## config.mk

```make
export PLATFORM = sky130hd
export DESIGN_NAME = sram_mem_responder
export DESIGN_NICKNAME = d
export VERILOG_FILES = /design/src/rtl/sram_mem_responder.sv
export SDC_FILE = /design/constraint.sdc
export NUM_CORES = 1
export LEC_CHECK = 0
export BUFFER_PORTS_ARGS = -buffer_cell sky130_fd_sc_hd__buf_2
export CORE_MARGIN = 2
export CORE_UTILIZATION = 47
export DETAILED_ROUTE_END_ITERATION = 6
export GPL_ROUTABILITY_DRIVEN = 0
export GPL_TIMING_DRIVEN = 0
export PLACE_DENSITY = 0.75
export SLEW_MARGIN = 20
export SYNTH_ARGS = -nofsm -noshare
export SYNTH_HDL_FRONTEND = slang
export SYNTH_SLANG_ARGS = --single-unit
```

## constraint.sdc

```tcl
create_clock -name clk -period 2.2 [get_ports clk]
set_input_delay 0.22 -clock clk [delete_from_list [all_inputs] [get_ports clk]]
set_output_delay 0.22 -clock clk [all_outputs]
set_load 0.01 [all_outputs]
```

## src/rtl/sram_mem_responder.sv

```systemverilog
// -----------------------------------------------------------------------------
// sram_mem_responder
//
// Memory-side responder for MEM-stage LDR/STR requests. One 32-bit word
// request is turned into two 16-bit accesses on the external SRAM bus: the low
// halfword first, then the high halfword. Each halfword phase holds address
// and data on the bus for PHASE_CYCLES cycles. ready is held low while a
// transfer is in flight. The pipeline freezes on ready=0 and keeps its request
// stable until ready returns high.
//
// Parameters
//   BASE_ADDR    byte address that maps to SRAM word 0
//   SRAM_ADDR_W  external SRAM address width, in halfword units
//   PHASE_CYCLES bus cycles per halfword phase (1..15)
//
// Ports
//   clk          system clock, rising edge
//   rst          asynchronous reset, active low
//   rd_en        load request from the MEM stage
//   wr_en        store request from the MEM stage (wins over rd_en)
//   address      byte address; bits [1:0] are ignored
//   write_data   store data
//   read_data    registered load data
//   ready        1 = idle or completing this cycle; 0 = pipeline must freeze
//   sram_addr    halfword address to the SRAM
//   sram_dq_out  halfword to write
//   sram_dq_in   halfword read back from the SRAM
//   sram_dq_oe   1 = drive sram_dq_out onto the bus
//   sram_we_n    SRAM write strobe, active low
// -----------------------------------------------------------------------------
module sram_mem_responder #(
  parameter int unsigned BASE_ADDR    = 1024,
  parameter int unsigned SRAM_ADDR_W  = 18,
  parameter int unsigned PHASE_CYCLES = 2
) (
  input  logic                   clk,
  input  logic                   rst,
  input  logic                   rd_en,
  input  logic                   wr_en,
  input  logic [31:0]            address,
  input  logic [31:0]            write_data,
  output logic [31:0]            read_data,
  output logic                   ready,
  output logic [SRAM_ADDR_W-1:0] sram_addr,
  output logic [15:0]            sram_dq_out,
  input  logic [15:0]            sram_dq_in,
  output logic                   sram_dq_oe,
  output logic                   sram_we_n
);

  localparam int unsigned WORD_W = SRAM_ADDR_W - 1;

  localparam logic [1:0] ST_IDLE = 2'd0;
  localparam logic [1:0] ST_LOW  = 2'd1;
  localparam logic [1:0] ST_HIGH = 2'd2;
  localparam logic [1:0] ST_DONE = 2'd3;

  localparam logic [31:0] BASE     = 32'(BASE_ADDR);
  // Window bounds are kept at 33 bits so the upper limit cannot wrap when
  // BASE_ADDR sits near the top of the 32-bit space.
  localparam logic [32:0] LO_BOUND = 33'(BASE_ADDR);
  localparam logic [32:0] HI_BOUND = 33'(BASE_ADDR) + (33'd1 << (SRAM_ADDR_W + 1));
  localparam logic [3:0]  LAST_CNT = 4'(PHASE_CYCLES - 1);

  logic [1:0]        state;
  logic [3:0]        cnt;
  logic              op_wr;
  logic [WORD_W-1:0] word_q;
  logic [31:0]       wdata_q;
  logic [15:0]       lo_q;

  logic              in_range;
  logic              start;
  logic              last_cycle;
  logic [WORD_W-1:0] req_word;

  // Request decode: window check and byte-to-word translation.
  assign in_range   = ({1'b0, address} >= LO_BOUND) && ({1'b0, address} < HI_BOUND);
  assign req_word   = WORD_W'((address - BASE) >> 2);
  assign start      = (rd_en | wr_en) & in_range;
  assign last_cycle = (cnt == LAST_CNT);

  // ready drops in the same cycle a request is first seen, so the pipeline
  // freezes without a cycle of slip. While reset is held nothing can start,
  // so ready reports idle regardless of the request lines.
  always_comb begin
    ready = 1'b0;
    if (!rst) begin
      ready = 1'b1;
    end else begin
      case (state)
        ST_IDLE: ready = ~start;
        ST_DONE: ready = 1'b1;
        default: ready = 1'b0;
      endcase
    end
  end

  // Transfer sequencer. SRAM bus outputs are only updated on phase
  // boundaries, so address/data/strobe stay stable for a whole phase.
  always_ff @(posedge clk or negedge rst) begin
    if (!rst) begin
      state       <= ST_IDLE;
      cnt         <= 4'd0;
      op_wr       <= 1'b0;
      word_q      <= '0;
      wdata_q     <= 32'd0;
      lo_q        <= 16'd0;
      read_data   <= 32'd0;
      sram_addr   <= '0;
      sram_dq_out <= 16'd0;
      sram_dq_oe  <= 1'b0;
      sram_we_n   <= 1'b1;
    end else begin
      case (state)
        ST_IDLE: begin
          if (start) begin
            // A combined rd_en/wr_en request is served as a store.
            op_wr      <= wr_en;
            word_q     <= req_word;
            wdata_q    <= write_data;
            cnt        <= 4'd0;
            state      <= ST_LOW;
            sram_addr  <= {req_word, 1'b0};
            sram_dq_oe <= wr_en;
            sram_we_n  <= ~wr_en;
            if (wr_en) begin
              sram_dq_out <= write_data[15:0];
            end
          end
        end

        ST_LOW: begin
          if (last_cycle) begin
            if (!op_wr) begin
              lo_q <= sram_dq_in;
            end
            cnt        <= 4'd0;
            state      <= ST_HIGH;
            sram_addr  <= {word_q, 1'b1};
            sram_dq_oe <= op_wr;
            sram_we_n  <= ~op_wr;
            if (op_wr) begin
              sram_dq_out <= wdata_q[31:16];
            end
          end else begin
            cnt <= cnt + 4'd1;
          end
        end

        ST_HIGH: begin
          if (last_cycle) begin
            if (!op_wr) begin
              read_data <= {sram_dq_in, lo_q};
            end
            cnt        <= 4'd0;
            state      <= ST_DONE;
            sram_dq_oe <= 1'b0;
            sram_we_n  <= 1'b1;
          end else begin
            cnt <= cnt + 4'd1;
          end
        end

        default: begin
          // DONE: the request still on the inputs is the one just served.
          state <= ST_IDLE;
        end
      endcase
    end
  end

endmodule

```

# Word level (Yosys, flattened, before mapping)

Cells that the tools add are included.
W data, S select, Z words.

Flip-flop bits (word level): 140
Latch bits: 0
RAM bits: 0
ROM bits: 0
Input port bits: 84
Output and inout port bits: 69
Word-level logic and storage cells: 68
Memories: 0

Add/subtract/negate cells: 2
Multiply operators: 0
Div/mod/pow operators: 0
Magnitude comparators: 2
Equal/unequal tests: 9
Shifts and indexed selects: 0
Multiplexer cells: 25
Bitwise gates (word level): 5
Reduce and logical (&&, ||, !) cells: 14

Operators with widths:

| kind                     | count |
|---|---|
| $mux W16                 | 4 |
| $mux W18                 | 2 |
| $pmux W18 S2             | 1 |
| $ge A32 B11 Y1 const B   | 1 |
| $lt A32 B20 Y1 const B   | 1 |
| $pmux W16 S2             | 1 |
| $sub A19 B11 Y19 const B | 1 |
| $reduce_and A3 Y1        | 4 |
| $ne A2 B2 Y1 const B     | 5 |
| $mux W4                  | 2 |
| $pmux W4 S2              | 1 |
| $mux W1                  | 7 |
| $mux W2                  | 3 |
| $pmux W1 S3              | 2 |
| $pmux W2 S3              | 1 |
| $reduce_and A5 Y1        | 1 |
| $add A4 B1 Y4 const B    | 1 |
| $eq A2 B2 Y1 const B     | 2 |
| $eq A4 B1 Y1 const B     | 1 |
| $reduce_and A2 Y1        | 2 |
| $reduce_and A4 Y1        | 1 |
| $reduce_bool A2 Y1       | 2 |
| $not A1 Y1               | 3 |
| $reduce_bool A3 Y1       | 1 |
| 7 further kinds          | 7 |

# Logic depth before layout (Yosys ltp)

Word-level depth: 6
Gate-level depth with buffers: 8
Depth with buffers taken out: 7

# Worst setup path after synthesis

OpenSTA, ideal clock, no wires.

Path kind: input -> register
From: input port address[11]
To: register sram_addr[10]
Setup time: 0.125 ns
Arrival: 2.408 ns
Data required time: 2.075 ns
Slack: -0.333 ns
Stages on the path: 8
Buffers on the path: 1
Path through: inv_1 -> ha_1 -> or4b_4 -> o31a_4 -> a211o_4 -> a22oi_4 -> buf_8 -> mux2_4

Cells in the longest elaborated chain, start to end: 5
Elaborated cells between the ends (all ways): 9
Classes of those cells: add/sub: 1; order compare: 2; eq/ne: 1; mux: 2; bitwise: 1; reduce/logical: 2

Ends and longest elaborated chain:

| item                                                    | line | source |
|---|---|---|
| start: declaration                                      | 40   | `input logic [31:0] address,` |
| $ge A32 B11 Y1 / $lt A32 B20 Y1 (equally long branches) | 78   | `assign in_range = ({1'b0, address} >= LO_BOUND) && ({1'b0, address} < HI_BOUND);` |
| $logic_and A1 B1 Y1                                     | 78   |  |
| $and A1 B1 Y1                                           | 80   | `assign start = (rd_en \| wr_en) & in_range;` |
| $ne A2 B2 Y1 (no line)                                  | -    |  |
| $reduce_and A3 Y1 (no line)                             | -    |  |
| end signal: assignment                                  | 124  | `sram_addr <= {req_word, 1'b0};` |
| end signal: assignment                                  | 140  | `sram_addr <= {word_q, 1'b1};` |
| end: declaration                                        | 44   | `output logic [SRAM_ADDR_W-1:0] sram_addr,` |

Several ways; a longest one is shown, not always the timed one. The select of a mux whose other input is x is not followed.
A chain may end at the register's enable or synchronous reset.

# Worst setup path after layout

From: input port address[10]
To: output port ready

Cells in the longest elaborated chain, start to end: 6
Elaborated cells between the ends (all ways): 7
Classes of those cells: order compare: 2; mux: 2; bitwise: 2; reduce/logical: 1

Ends and longest elaborated chain:

| item                                                    | line | source |
|---|---|---|
| $ge A32 B11 Y1 / $lt A32 B20 Y1 (equally long branches) | 78   |  |
| $logic_and A1 B1 Y1 (*)                                 | 78   |  |
| $and A1 B1 Y1 (*)                                       | 80   |  |
| $not A1 Y1 (*)                                          | 92   | `ST_IDLE: ready = ~start;` |
| $pmux W1 S2 (*)                                         | 91   | `case (state)` |
| $mux W1 (*)                                             | 88   | `if (!rst) begin` |
| end: declaration                                        | 43   | `output logic ready,` |

Every way passes the cells marked *; elsewhere a longest branch is shown, timed or not.

==> impl_metrics.yaml <==
worst_setup_path:
  crit_family: "compound AO/OA/AOI/OAI gates"
  crit_fanout: 4
  start_kind: "primary input"
  cp_data_required_time_ns: 1.98
  cp_slowest_cell: "or4b_4"
  cp-end-kind: "output pin"
  worstPathArrival_ns: 2.00
  worstSetupPathType: "primary input to output pin"
  cp_slowest_stage_delay_ns: 0.47
  cp_cell_sequence: "buf_8 -> inv_6 -> ha_4 -> or4b_4 -> o31a_4 -> a211o_4 -> a21oi_2 -> o21ai_2 -> buf_2"
  crit_buf_inv: 3
timing:
  finalCritPeriodShare_pct: 101
  tightest_slew_ns: 0.873
  worst_slack_ns: -0.0207
  rsz0062_at_grt: "yes"
  finClkSkew_ns: 0.00770
  hold_violations: 79
  holdWs_ns: -0.164
  final_max_slew_viol_count: 0
  max_freq_ghz: 0.450
  setup_viol: 1
  slew_headroom_pct: 41.7
  fin_crit_ns: 2.22
clock_tree:
  clkTransAtPathRegs_ns: 0.06
  cts_tree: "yes"
  clock_path_buffers: 2
  clk_latency_ns: 0.41
  cts_num_sinks: 124
  cts_buffers: 17
  cts-root-buf: "clkbuf_16"
  htreeDepth: 4
power:
  p_int_mw: 6.98
  clkPwrFrac_pct: 29.7
  netSwitchingFraction_pct: 30.3
  pwr_density_cell_nw_per_um2: 1310
  switchingPower_mw: 3.03
  combinationalPowerShare_pct: 36.3
  p_leak_nw: 3.68
  total_power_mw: 10.0
  ir_drop_uv: 735
  seqPwrFrac_pct: 33.9
finish:
  final_core_util_pct: 66.2
  fin_nets: 678
  n_antenna_cell: 0
  multi_input_area_sq_um: 2540
  synthToLayoutAreaGrowth_pct: 36.1
  seq_area_sq_um: 3100
  fillers: 855
  drive_above_1_share_pct: 61.2
logic_synthesis:
  synth_nets: 488
  synthTopCellsByCount: "dfrtp_1, mux2_2, nor2_1"
  yosysTopAreaCell: "dfrtp_1"
  synth_seq_area_share_pct: 55.4
  synth_ff_type: "dfrtp_1"
  ys_ff_latch: 124
  netlist_instances: 395
  synthDistinctLibCells: 46
  synth_top_area_share_pct: 54.9
  ys_warn_count: 0
  syn_area_sq_um: 5600
  synth_most_common_cell: "dfrtp_1"
  async_reset_ff_share_pct: 100
  synthTopCellsByArea: "dfrtp_1, mux2_2, mux2_4, ha_1, o221a_2"
  synth-edff-count: 0
  avgSynthCellArea_sq_um: 14.2
route:
  drt_iter0_drc: 170
  routed_wl_mm: 12.9
  drt-pass1-iter-count: 6
  wl_per_cell_microns: 17.4
  via_per_inst: 5.30
  antenna_left: 0
  dr_total_vias: 3927
  drc: 5
global_route:
  antenna_found_initial: 0
  use_met1_pct: 25.6
  grt.met3_usage_pct: 5.78
  grt_pass1_wl_mm: 21.5
  grt-busiest-layer: "met2"
  grt_pass1_vias: 4401
  track_usage_pct: 21.6
  use_met2_pct: 36.2
  grt_max_degree: 81
  grt-ovfl-total: 0
floorplan:
  ios: 153
  die_h_microns: 113
  num_rows: 39
  die_w_microns: 113
  core_sq_um: 11500
  die_area_sq_um: 12800
  initial_core_util_pct: 48.7
status:
  violations: "DRC, hold timing, setup timing"
  status: "finished, violations left"
flow_run:
  cap_violations: 0
worst_hold_path:
  hp-class: "primary input to async pin"
placement:
  portBuffers: 152
  dpl.hpwl_mm: 9.07
[layout by cell type (no fill, tap or decap), types with 6 or more instances in the layout]
cell type  synthesis  routed
buf_2              2     151
nand3_1            7       6
mux2_2           112      82
nor2_1            15      14
buf_4              2      16
ha_1               9       8
mux2_4            13      43
nand2_1           13      13
inv_1             13      11
dfrtp_1          123     123
a21oi_1           11      10
clkbuf_8           0       8
nor4_1             6       6
o221a_2            6       6
clkbuf_1          11       6
clkbuf_16          0      17
[worst paths after layout]
path | from | endpoint | slack (ns) | cells after the start
setup / recovery | address[10] | ready | -0.02 | 9
hold / removal | rst | wdata_q[30] | -0.16 | 1
setup reg to reg | state[1] | wdata_q[28] | 0.12 | 8
hold reg to reg | sram_we_n | sram_we_n | 0.48 | 2
max in group asynchronous | rst | sram_we_n | 1.60 | 2
min in group clk | write_data[26] | wdata_q[26] | 0.04 | 2
[state kept, by name (all words and copies together), names as in the netlist]
name         cells
cnt              4
sram_addr       18
sram_we_n        1
read_data       32
op_wr            1
sram_dq_out     16
state            2
word_q          17
sram_dq_oe       1
wdata_q         16
lo_q            16
[layout make-up]
class                           count  share of cell area, %
Sequential cell                   124                   40.7
Buffer                             17                   1.79
Inverter                           13                  0.869
Timing Repair Buffer              171                   12.6
Clock inverter                      5                   1.31
Tap cell                          143                   2.35
Multi-Input combinational cell    241                   33.3
Clock buffer                       27                   7.12
[power groups by stage]
| stage | logic (mW) | registers (mW) | clock network (mW) |
|---|---|---|---|
| final | 3.63 | 3.40 | 2.98 |
| after global routing | 3.93 | 3.48 | 3.13 |
| after CTS | 3.55 | 3.40 | 3.03 |
| after detailed placement | 3.48 | 3.41 | 0 |
| after global placement | 3.34 | 3.37 | 0 |
| after floorplan | 2.10 | 3.62 | 0 |
[kinds of logic (layout without fill, tap and decap cells)]
kind of cell	count (synthesis)	in the layout	synth area share, %
compound gates	41	41	7.12
xor+xnor	7	7	1.09
fa+ha+maj	9	9	2.01
buf+inv	30	233	2.59
flops	124	124	55.4
mux	127	127	26.3
simple gates	57	57	5.45
[repair_timing]
| item | in CTS | in global routing |
|---|---|---|
| hold endpoints to repair | 79 | 79 |
| pin swaps | 9 | 5 |
| setup buffers | 13 | 5 |
| setup endpoints to repair | 96 | 71 |
| gates resized for setup | 20 | 13 |
[layer usage]
layer / share of wire [%] / up-vias
met5: 0 / -
met4: 3.0 / 0
met3: 4.1 / 30
met2: 51 / 108
met1: 41 / 1977
li1: - / 1812
[through the flow]
stage | setup WS [ns] | hold WS (ns) | std cells | TNS [ns] | cell area (sq um)
after floorplan | -0.292 | -0.0756 | 395 | -8.72 | 5770
after CTS | -0.0224 | -0.124 | 736 | -0.0307 | 7550
after detailed placement | -0.684 | 0.321 | 691 | -42.38 | 6740
after global placement | -1.15 | 0.452 | 690 | -111.47 | 6710
final | -0.0207 | -0.164 | 741 | -0.0207 | 7630
after global routing | -0.0881 | -0.0994 | 741 | -0.695 | 7630
[worst register-to-register path, delay by kind of cell (launching register included)]
kind	cells	cell delay, ns
buf+inv	5	0.81
flops	1	0.41
mux	1	0.32
compound gates	1	0.25
fa+ha+maj	1	0.18
Power figures use the tool's default switching activity.
